**src/rtl/cpu_bus_bridge_if.sv**
```systemverilog
// ---------------------------------------------------------------------------
// cpu_bus_bridge_if
//
// Groups the CPU-side and system-bus-side signals of cpu_bus_bridge.
//
// Handshake (one comment for the whole block):
//   * A bus cycle is launched on the clock edge where the bridge registers
//     ab/dbo/we; cyc is high for exactly the following clk to mark it.
//   * While the access is in progress the slave holds ext_ready low to
//     stretch it; ext_ready is only looked at once the region wait-state
//     count has drained, so it is a "ready" in the valid/ready sense with
//     the launched cycle acting as the standing "valid".
//   * The cycle completes on the first edge where the wait count is zero
//     and ext_ready is high. dbi is captured into cpu_di on that edge and
//     cpu_rdy is high for exactly the following clk, so the CPU sees
//     cpu_di and cpu_rdy together.
//
// Parameters: AW address width, DW data width.
// Modports:
//   master - the bridge: takes CPU request + slave response, drives
//            registered bus outputs and the CPU read data / advance pulse.
//   slave  - the environment (CPU core + memory/peripheral bus).
// ---------------------------------------------------------------------------
interface cpu_bus_bridge_if #(
  parameter int AW = 16,
  parameter int DW = 8
);
  // CPU side
  logic [AW-1:0] cpu_ab;
  logic [DW-1:0] cpu_do;
  logic          cpu_we;
  logic [DW-1:0] cpu_di;
  logic          cpu_rdy;
  // System bus side
  logic [AW-1:0] ab;
  logic [DW-1:0] dbo;
  logic          we;
  logic [DW-1:0] dbi;
  logic          cyc;
  logic          ext_ready;

  modport master (
    input  cpu_ab, cpu_do, cpu_we, dbi, ext_ready,
    output cpu_di, cpu_rdy, ab, dbo, we, cyc
  );

  modport slave (
    output cpu_ab, cpu_do, cpu_we, dbi, ext_ready,
    input  cpu_di, cpu_rdy, ab, dbo, we, cyc
  );
endinterface

```
**src/rtl/cpu_bus_bridge.sv**
```systemverilog
// ---------------------------------------------------------------------------
// cpu_bus_bridge
//
// Bridge between a 6502-class CPU core and the system memory/peripheral
// bus. A free-running divider produces the CPU tick; on a tick the bridge
// launches a bus cycle with registered address/data/write strobe, adds
// wait states for a slow address region, honours the slave ready, and on
// completion returns read data with a one-clk cpu_rdy advance pulse.
// A debug single-step mode parks the bridge in HALT after every cycle.
//
// Parameters:
//   AW, DW        address / data width
//   CLK_DIV       clk cycles per CPU tick (>= 1)
//   WAIT_MASK     mask applied to cpu_ab for slow-region decode
//   WAIT_BASE     slow-region match value
//   WAIT_CYCLES   extra wait clocks for slow-region accesses (0..255)
//   COUNT_INIT    reset value of cycle_count (0 in normal builds; a value
//                 near the top lets a build exercise the counter wrap)
//
// Ports:
//   clk, reset    system clock, asynchronous active-high reset
//   bus           cpu_bus_bridge_if.master (CPU + system bus signals)
//   step_en       single-step mode enable
//   step_req      single-step request, rising-edge sensitive
//   halted        bridge parked in HALT
//   cycle_count   completed bus cycles, wraps modulo 2^32
//   state_dbg     current FSM state (0 RUN, 1 ACCESS, 2 HALT)
// ---------------------------------------------------------------------------
module cpu_bus_bridge #(
  parameter int            AW          = 16,
  parameter int            DW          = 8,
  parameter int            CLK_DIV     = 2,
  parameter logic [AW-1:0] WAIT_MASK   = 16'hF000,
  parameter logic [AW-1:0] WAIT_BASE   = 16'hD000,
  parameter int            WAIT_CYCLES = 3,
  parameter logic [31:0]   COUNT_INIT  = 32'h0000_0000
) (
  input  logic              clk,
  input  logic              reset,
  cpu_bus_bridge_if.master  bus,
  input  logic              step_en,
  input  logic              step_req,
  output logic              halted,
  output logic [31:0]       cycle_count,
  output logic [1:0]        state_dbg
);

  // -------------------------------------------------------------------------
  // Tick divider: counts 0..CLK_DIV-1 forever and never stalls, so the CPU
  // tick cadence is independent of how long bus cycles take.
  // -------------------------------------------------------------------------
  localparam int             DIV_W    = (CLK_DIV > 1) ? $clog2(CLK_DIV) : 1;
  localparam logic [DIV_W-1:0] DIV_LAST = DIV_W'(CLK_DIV - 1);
  localparam logic [7:0]     WAIT_INIT = 8'(WAIT_CYCLES);

  logic [DIV_W-1:0] div_cnt;
  logic             tick;

  assign tick = (div_cnt == DIV_LAST);

  always_ff @(posedge clk or posedge reset) begin
    if (reset) begin
      div_cnt <= '0;
    end else if (tick) begin
      div_cnt <= '0;
    end else begin
      div_cnt <= div_cnt + 1'b1;
    end
  end

  // -------------------------------------------------------------------------
  // Control FSM
  // -------------------------------------------------------------------------
  typedef enum logic [1:0] {
    ST_RUN    = 2'd0,
    ST_ACCESS = 2'd1,
    ST_HALT   = 2'd2
  } state_t;

  state_t     state, state_n;
  logic [7:0] wcnt;
  logic       step_req_q;
  logic       step_rise;
  logic       launch;
  logic       complete;
  logic       slow_hit;

  // Edge detect against last clk's step_req. The history register runs in
  // every state, so an edge seen outside HALT is consumed and not queued.
  assign step_rise = step_req & ~step_req_q;
  assign slow_hit  = ((bus.cpu_ab & WAIT_MASK) == WAIT_BASE);

  always_ff @(posedge clk or posedge reset) begin
    if (reset) begin
      state <= ST_RUN;
    end else begin
      state <= state_n;
    end
  end

  always_comb begin
    state_n  = state;
    launch   = 1'b0;
    complete = 1'b0;
    case (state)
      ST_RUN: begin
        if (tick) begin
          launch  = 1'b1;
          state_n = ST_ACCESS;
        end
      end
      ST_ACCESS: begin
        // Slave ready only matters once the region wait states are spent.
        if ((wcnt == 8'd0) && bus.ext_ready) begin
          complete = 1'b1;
          state_n  = step_en ? ST_HALT : ST_RUN;
        end
      end
      ST_HALT: begin
        // Dropping step_en releases the bridge as well as a step request.
        if (step_rise || !step_en) begin
          state_n = ST_RUN;
        end
      end
      default: begin
        state_n = ST_RUN;
      end
    endcase
  end

  assign halted    = (state == ST_HALT);
  assign state_dbg = state;

  // -------------------------------------------------------------------------
  // Registered datapath
  // -------------------------------------------------------------------------
  always_ff @(posedge clk or posedge reset) begin
    if (reset) begin
      step_req_q  <= 1'b0;
      wcnt        <= 8'd0;
      bus.ab      <= '0;
      bus.dbo     <= '0;
      bus.we      <= 1'b0;
      bus.cyc     <= 1'b0;
      bus.cpu_rdy <= 1'b0;
      bus.cpu_di  <= '0;
      cycle_count <= COUNT_INIT;
    end else begin
      step_req_q  <= step_req;
      bus.cyc     <= launch;
      bus.cpu_rdy <= complete;

      if (launch) begin
        bus.ab  <= bus.cpu_ab;
        bus.dbo <= bus.cpu_do;
        bus.we  <= bus.cpu_we;
        wcnt    <= slow_hit ? WAIT_INIT : 8'd0;
      end else if ((state == ST_ACCESS) && (wcnt != 8'd0)) begin
        wcnt <= wcnt - 8'd1;
      end

      // Completion ends the write strobe; we stays low through HALT/RUN
      // until the next launch reloads it.
      if (complete) begin
        bus.cpu_di  <= bus.dbi;
        bus.we      <= 1'b0;
        cycle_count <= cycle_count + 32'd1;
      end
    end
  end

endmodule

```
**src/flat_wrapper.sv**
```systemverilog
// flat-port wrapper written by rule: the top's interface ports become plain ports
module cpu_bus_bridge_flat 
#(
  parameter int            AW          = 16,
  parameter int            DW          = 8,
  parameter int            CLK_DIV     = 2,
  parameter logic [AW-1:0] WAIT_MASK   = 16'hF000,
  parameter logic [AW-1:0] WAIT_BASE   = 16'hD000,
  parameter int            WAIT_CYCLES = 3,
  parameter logic [31:0]   COUNT_INIT  = 32'h0000_0000
)
  (clk, reset, step_en, step_req, halted, cycle_count, state_dbg, bus_cpu_ab, bus_cpu_do, bus_cpu_we, bus_dbi, bus_ext_ready, bus_cpu_di, bus_cpu_rdy, bus_ab, bus_dbo, bus_we, bus_cyc);
  cpu_bus_bridge_if #(.AW(AW), .DW(DW)) bus_i ();
  input  logic clk;
  input  logic reset;
  input  logic step_en;
  input  logic step_req;
  output logic halted;
  output logic [31:0] cycle_count;
  output logic [1:0] state_dbg;
  input wire logic [$bits(bus_i.cpu_ab)-1:0] bus_cpu_ab;
  input wire logic [$bits(bus_i.cpu_do)-1:0] bus_cpu_do;
  input wire logic [$bits(bus_i.cpu_we)-1:0] bus_cpu_we;
  input wire logic [$bits(bus_i.dbi)-1:0] bus_dbi;
  input wire logic [$bits(bus_i.ext_ready)-1:0] bus_ext_ready;
  output wire logic [$bits(bus_i.cpu_di)-1:0] bus_cpu_di;
  output wire logic [$bits(bus_i.cpu_rdy)-1:0] bus_cpu_rdy;
  output wire logic [$bits(bus_i.ab)-1:0] bus_ab;
  output wire logic [$bits(bus_i.dbo)-1:0] bus_dbo;
  output wire logic [$bits(bus_i.we)-1:0] bus_we;
  output wire logic [$bits(bus_i.cyc)-1:0] bus_cyc;
  assign bus_i.cpu_ab = bus_cpu_ab;
  assign bus_i.cpu_do = bus_cpu_do;
  assign bus_i.cpu_we = bus_cpu_we;
  assign bus_i.dbi = bus_dbi;
  assign bus_i.ext_ready = bus_ext_ready;
  assign bus_cpu_di = bus_i.cpu_di;
  assign bus_cpu_rdy = bus_i.cpu_rdy;
  assign bus_ab = bus_i.ab;
  assign bus_dbo = bus_i.dbo;
  assign bus_we = bus_i.we;
  assign bus_cyc = bus_i.cyc;
  cpu_bus_bridge #(.AW(AW), .DW(DW), .CLK_DIV(CLK_DIV), .WAIT_MASK(WAIT_MASK), .WAIT_BASE(WAIT_BASE), .WAIT_CYCLES(WAIT_CYCLES), .COUNT_INIT(COUNT_INIT)) u_core (.clk(clk), .reset(reset), .bus(bus_i), .step_en(step_en), .step_req(step_req), .halted(halted), .cycle_count(cycle_count), .state_dbg(state_dbg));
endmodule
```
**config.mk**
```make
export PLATFORM = sky130hd
export DESIGN_NAME = cpu_bus_bridge_flat
export DESIGN_NICKNAME = d
export VERILOG_FILES = /design/src/rtl/cpu_bus_bridge_if.sv /design/src/rtl/cpu_bus_bridge.sv /design/src/flat_wrapper.sv
export SDC_FILE = /design/constraint.sdc
export NUM_CORES = 1
export LEC_CHECK = 0
export CAP_MARGIN = 5
export CORE_ASPECT_RATIO = 1.25
export CORE_MARGIN = 8
export CORE_UTILIZATION = 30
export CTS_CLUSTER_DIAMETER = 30
export DETAILED_ROUTE_END_ITERATION = 10
export GPL_ROUTABILITY_DRIVEN = 0
export SETUP_SLACK_MARGIN = 0.5
export SKIP_LAST_GASP = 1
export SYNTH_ARGS = -nofsm -noshare
export SYNTH_HDL_FRONTEND = slang
export SYNTH_SLANG_ARGS = --single-unit
```
**constraint.sdc**
```tcl
create_clock -name clk -period 2.8 [get_ports clk]
set_input_delay 0.56 -clock clk [delete_from_list [all_inputs] [get_ports clk]]
set_output_delay 0.56 -clock clk [all_outputs]
set_load 0.03 [all_outputs]
```
==> run metrics <==
fraction of registers with async set/reset=100.0%; total setup violations reported at the end of the flow=0; synthesized area divided by synthesized cell count=12.03 sq um; vertical extent of the die=134.7 microns; first-pass iteration count of the detailed router=4; number of cells on the worst hold path=1; largest buffer count on any clock path=2; count of cells along the worst register-to-register path=7; I/O pin total=108; Final Net Count=approximately 440; clock-pin slew reported for the worst setup and hold paths after clock tree synthesis=roughly 60 ps; Crit Path Category=flop to flop; sequential cell area=1977 sq um; port buffer count=107; top cells by area in the synthesized netlist=sky130_fd_sc_hd__dfrtp_1 58%, sky130_fd_sc_hd__mux2_2 8.0%, sky130_fd_sc_hd__xnor2_1 5.4%; element type at the critical path end=flop; clock insertion delay at the later pin of the skew report=330 ps; Slew Viols, Final=0; clk sinks=around 80; fraction of synthesized cell area taken by the top area cell type=58.48%; maximum number of pins on one net before global-route repair=51; worst setup skew after layout=4.754 ps; area of the multi-input gates=between 1000 and 1500 sq um; cell types with the highest counts after synthesis=79 x sky130_fd_sc_hd__dfrtp_1, 38 x sky130_fd_sc_hd__nand2_1, 24 x sky130_fd_sc_hd__mux2_2; # fillers=1025; number of distinct library cell variants in the gate-level netlist after synthesis=40; number of max-cap violations=0; cell at the slowest stage of the critical path=sky130_fd_sc_hd__or4bb_4; DRC errors left=0; time the final worst path needs with I/O delays and setup=~2100 ps; Final period util=76.20%; signed area change from the synthesized netlist to the final layout=48.22%; cts bufs inserted=9; total number of placement rows=43; IR drop worst, VDD=0.0004681 V; pre-CTS setup slack=147.8 ps; final routed wire length divided by cell count=around 15 microns; area of the mapped netlist=3381 sq um; CP startpoint kind=flop; via count of the first global-routing pass=2672; #FFs+latches synth=79; global-route wire length before repair=between 10000 and 15000 microns; most frequently used cell type in the post-synthesis netlist=sky130_fd_sc_hd__dfrtp_1; worst stage delay on the critical path=480 ps; internal portion of total power=3042 uW; cell chosen for the clock root=sky130_fd_sc_hd__clkbuf_16; dominant cell type by area after synthesis=sky130_fd_sc_hd__dfrtp_1; final setup TNS=0 ps; Worst EP arrival=between 2000 and 2500 ps; Finished Core Util=roughly 45%; total inserted antenna cells=0; Worst Hold Margin=408.4 ps; part of the total power dissipated in sequential elements=a little over a third; Placed Instance Area=4649 sq um; required time of the worst setup path=3050 ps; share of layout cells above drive strength 1=15.93%; Overall Global Routing Usage=11.45%; total number of vias=2533; share of total power consumed by net switching=between 30% and 40%; Yosys warning count=0; die outline width=between 100 and 150 microns; Antenna Nets Post-Route=0; Mapped Cells=281; combinational group share of total power=40.0%; detail-routed via count per cell=4.665; total leakage power=~0.0022 uW; final hold vios=0; crit path cell chain=inv_1 > ha_2 > or4bb_4 > nor4_4 > nand4b_4 > nor3_4 > xor2_1; sequential fraction of the synthesis area=58.48%; unrepaired setup endpoints after global routing=no; Slew @ Worst Pin=543.5 ps; Max-Slew Margin vs Limit=63.43%; class of the worst hold path=flop to flop; area of the placeable core=11030 sq um; power density over the cells=about 950 nW/um^2; most common flop cell mapped by yosys=sky130_fd_sc_hd__dfrtp_1; Worst Slack Setup Final=666.4 ps; Starting Density=slightly above 30%; EDFF count, synth=0; largest fanout on the critical path=5; area of all placed cells without fillers=5011 sq um; Detailed Route Iter0 Violations=40; status=complete, no violations; remaining global-route overflow=0; area enclosed by the die boundary=14940 sq um; clock group share of total power=24.3%; count of H-tree levels built during CTS=3; Net Sw Power=1695 uW; Highest Clock Rate=between 400 and 500 MHz; number of nets in the synthesized netlist=322; number of antenna violations at the first check in global routing=1; CTS tree=yes; total half-perimeter wirelength after legalization and detailed placement=6170 microns; Post-Route WL=just over 8000 microns
-- registers in the layout, indices dropped and copies added (netlist names) --
| signal | flops |
|---|---|
| u_core.state_dbg | 2 |
| u_core.bus.cyc | 1 |
| u_core.step_req_q | 1 |
| u_core.div_cnt | 1 |
| u_core.wcnt | 8 |
| u_core.bus.cpu_rdy | 1 |
| u_core.bus.cpu_di | 8 |
| u_core.cycle_count | 32 |
| u_core.bus.ab | 16 |
| u_core.bus.we | 1 |
| u_core.bus.dbo | 8 |
-- final timing paths --
check | slack, ps | end | from
min in group asynchronous | 580 | u_core.cycle_count[17] | reset
hold / removal | 410 | u_core.div_cnt | u_core.div_cnt
setup / recovery | 670 | u_core.cycle_count[29] | u_core.wcnt[0]
setup reg to reg | 670 | u_core.cycle_count[29] | u_core.wcnt[0]
hold reg to reg | 410 | u_core.div_cnt | u_core.div_cnt
max in group asynchronous | 1640 | u_core.bus.cpu_di[4] | reset
-- power groups by stage --
stage               logic [uW]  registers, uW  clock network, uW
floorplan                  595           2220                  0
global placement          1880           1690                  0
detailed placement        1900           1710                  0
CTS                       1910           1700               1190
global route              2040           1740               1240
finish                    1890           1690               1150
-- layout make-up --
cell class	instances	area share, %
clock inverter	4	0.8989
timing repair buffer	118	23.30
inverter	5	0.4494
clock buffer	12	4.919
sequential	79	39.45
multi-input combinational	190	27.62
tap	135	3.371
-- layout by cell type, fill, tap and decap left out, types with 3 or more instances in the layout --
cell type	Yosys	layout
sky130_fd_sc_hd__clkdlybuf4s50_1	0	105
sky130_fd_sc_hd__nand4_1	15	15
sky130_fd_sc_hd__mux2_2	24	24
sky130_fd_sc_hd__and4_1	3	3
sky130_fd_sc_hd__nor2_1	17	16
sky130_fd_sc_hd__o21ai_0	4	4
sky130_fd_sc_hd__and3_1	6	5
sky130_fd_sc_hd__inv_1	5	4
sky130_fd_sc_hd__a21oi_1	3	3
sky130_fd_sc_hd__nand2_1	38	38
sky130_fd_sc_hd__dfrtp_1	79	79
sky130_fd_sc_hd__nor3_1	5	4
sky130_fd_sc_hd__xnor2_1	21	21
sky130_fd_sc_hd__nand3_1	10	10
sky130_fd_sc_hd__nor2b_1	3	3
sky130_fd_sc_hd__xor2_1	15	15
sky130_fd_sc_hd__clkinv_2	0	3
sky130_fd_sc_hd__buf_4	0	10
sky130_fd_sc_hd__clkbuf_16	0	9
-- metal layers --
metal  global-route usage (%)  share of wire (%)
met1                    12.75                 41
met2                    17.65                 47
met3                    6.702                 11
met4                    4.289                1.0
met5                        0               0.12
-- critical path: cells and delay by family, from the launching register on --
kind | cells | cell delay, ps
and+or+nand+nor | 4 | 1230
adders and majority gates | 1 | 190
DFF | 1 | 390
buffers and inverters | 1 | 90
xor gates and xnor gates | 1 | 160
-- cell families after synthesis --
| logic type | share of synthesized area [%] |
|---|---|
| xor+xnor | 9.808 |
| flops | 58.48 |
| fa+ha+maj | 1.110 |
| simple gates | 18.91 |
| compound gates | 1.740 |
| buf+inv | 1.665 |
| mux | 8.290 |
-- timing repair --
item	4_1_cts	5_1_grt
pin swaps	0	5
setup buffers	0	5
hold buffers	0	0
gates resized for setup	3	7
setup endpoints to repair	8	11
-- per-stage QoR --
stage | total power, uW | cells
6_report | 4737 | 543
5_1_grt | 5027 | 543
4_1_cts | 4796 | 538
3_5_place_dp | 3612 | 522
3_3_place_gp | 3573 | 522
2_1_floorplan | 2819 | 281
Note: power is estimated with default switching activity, not from simulation.
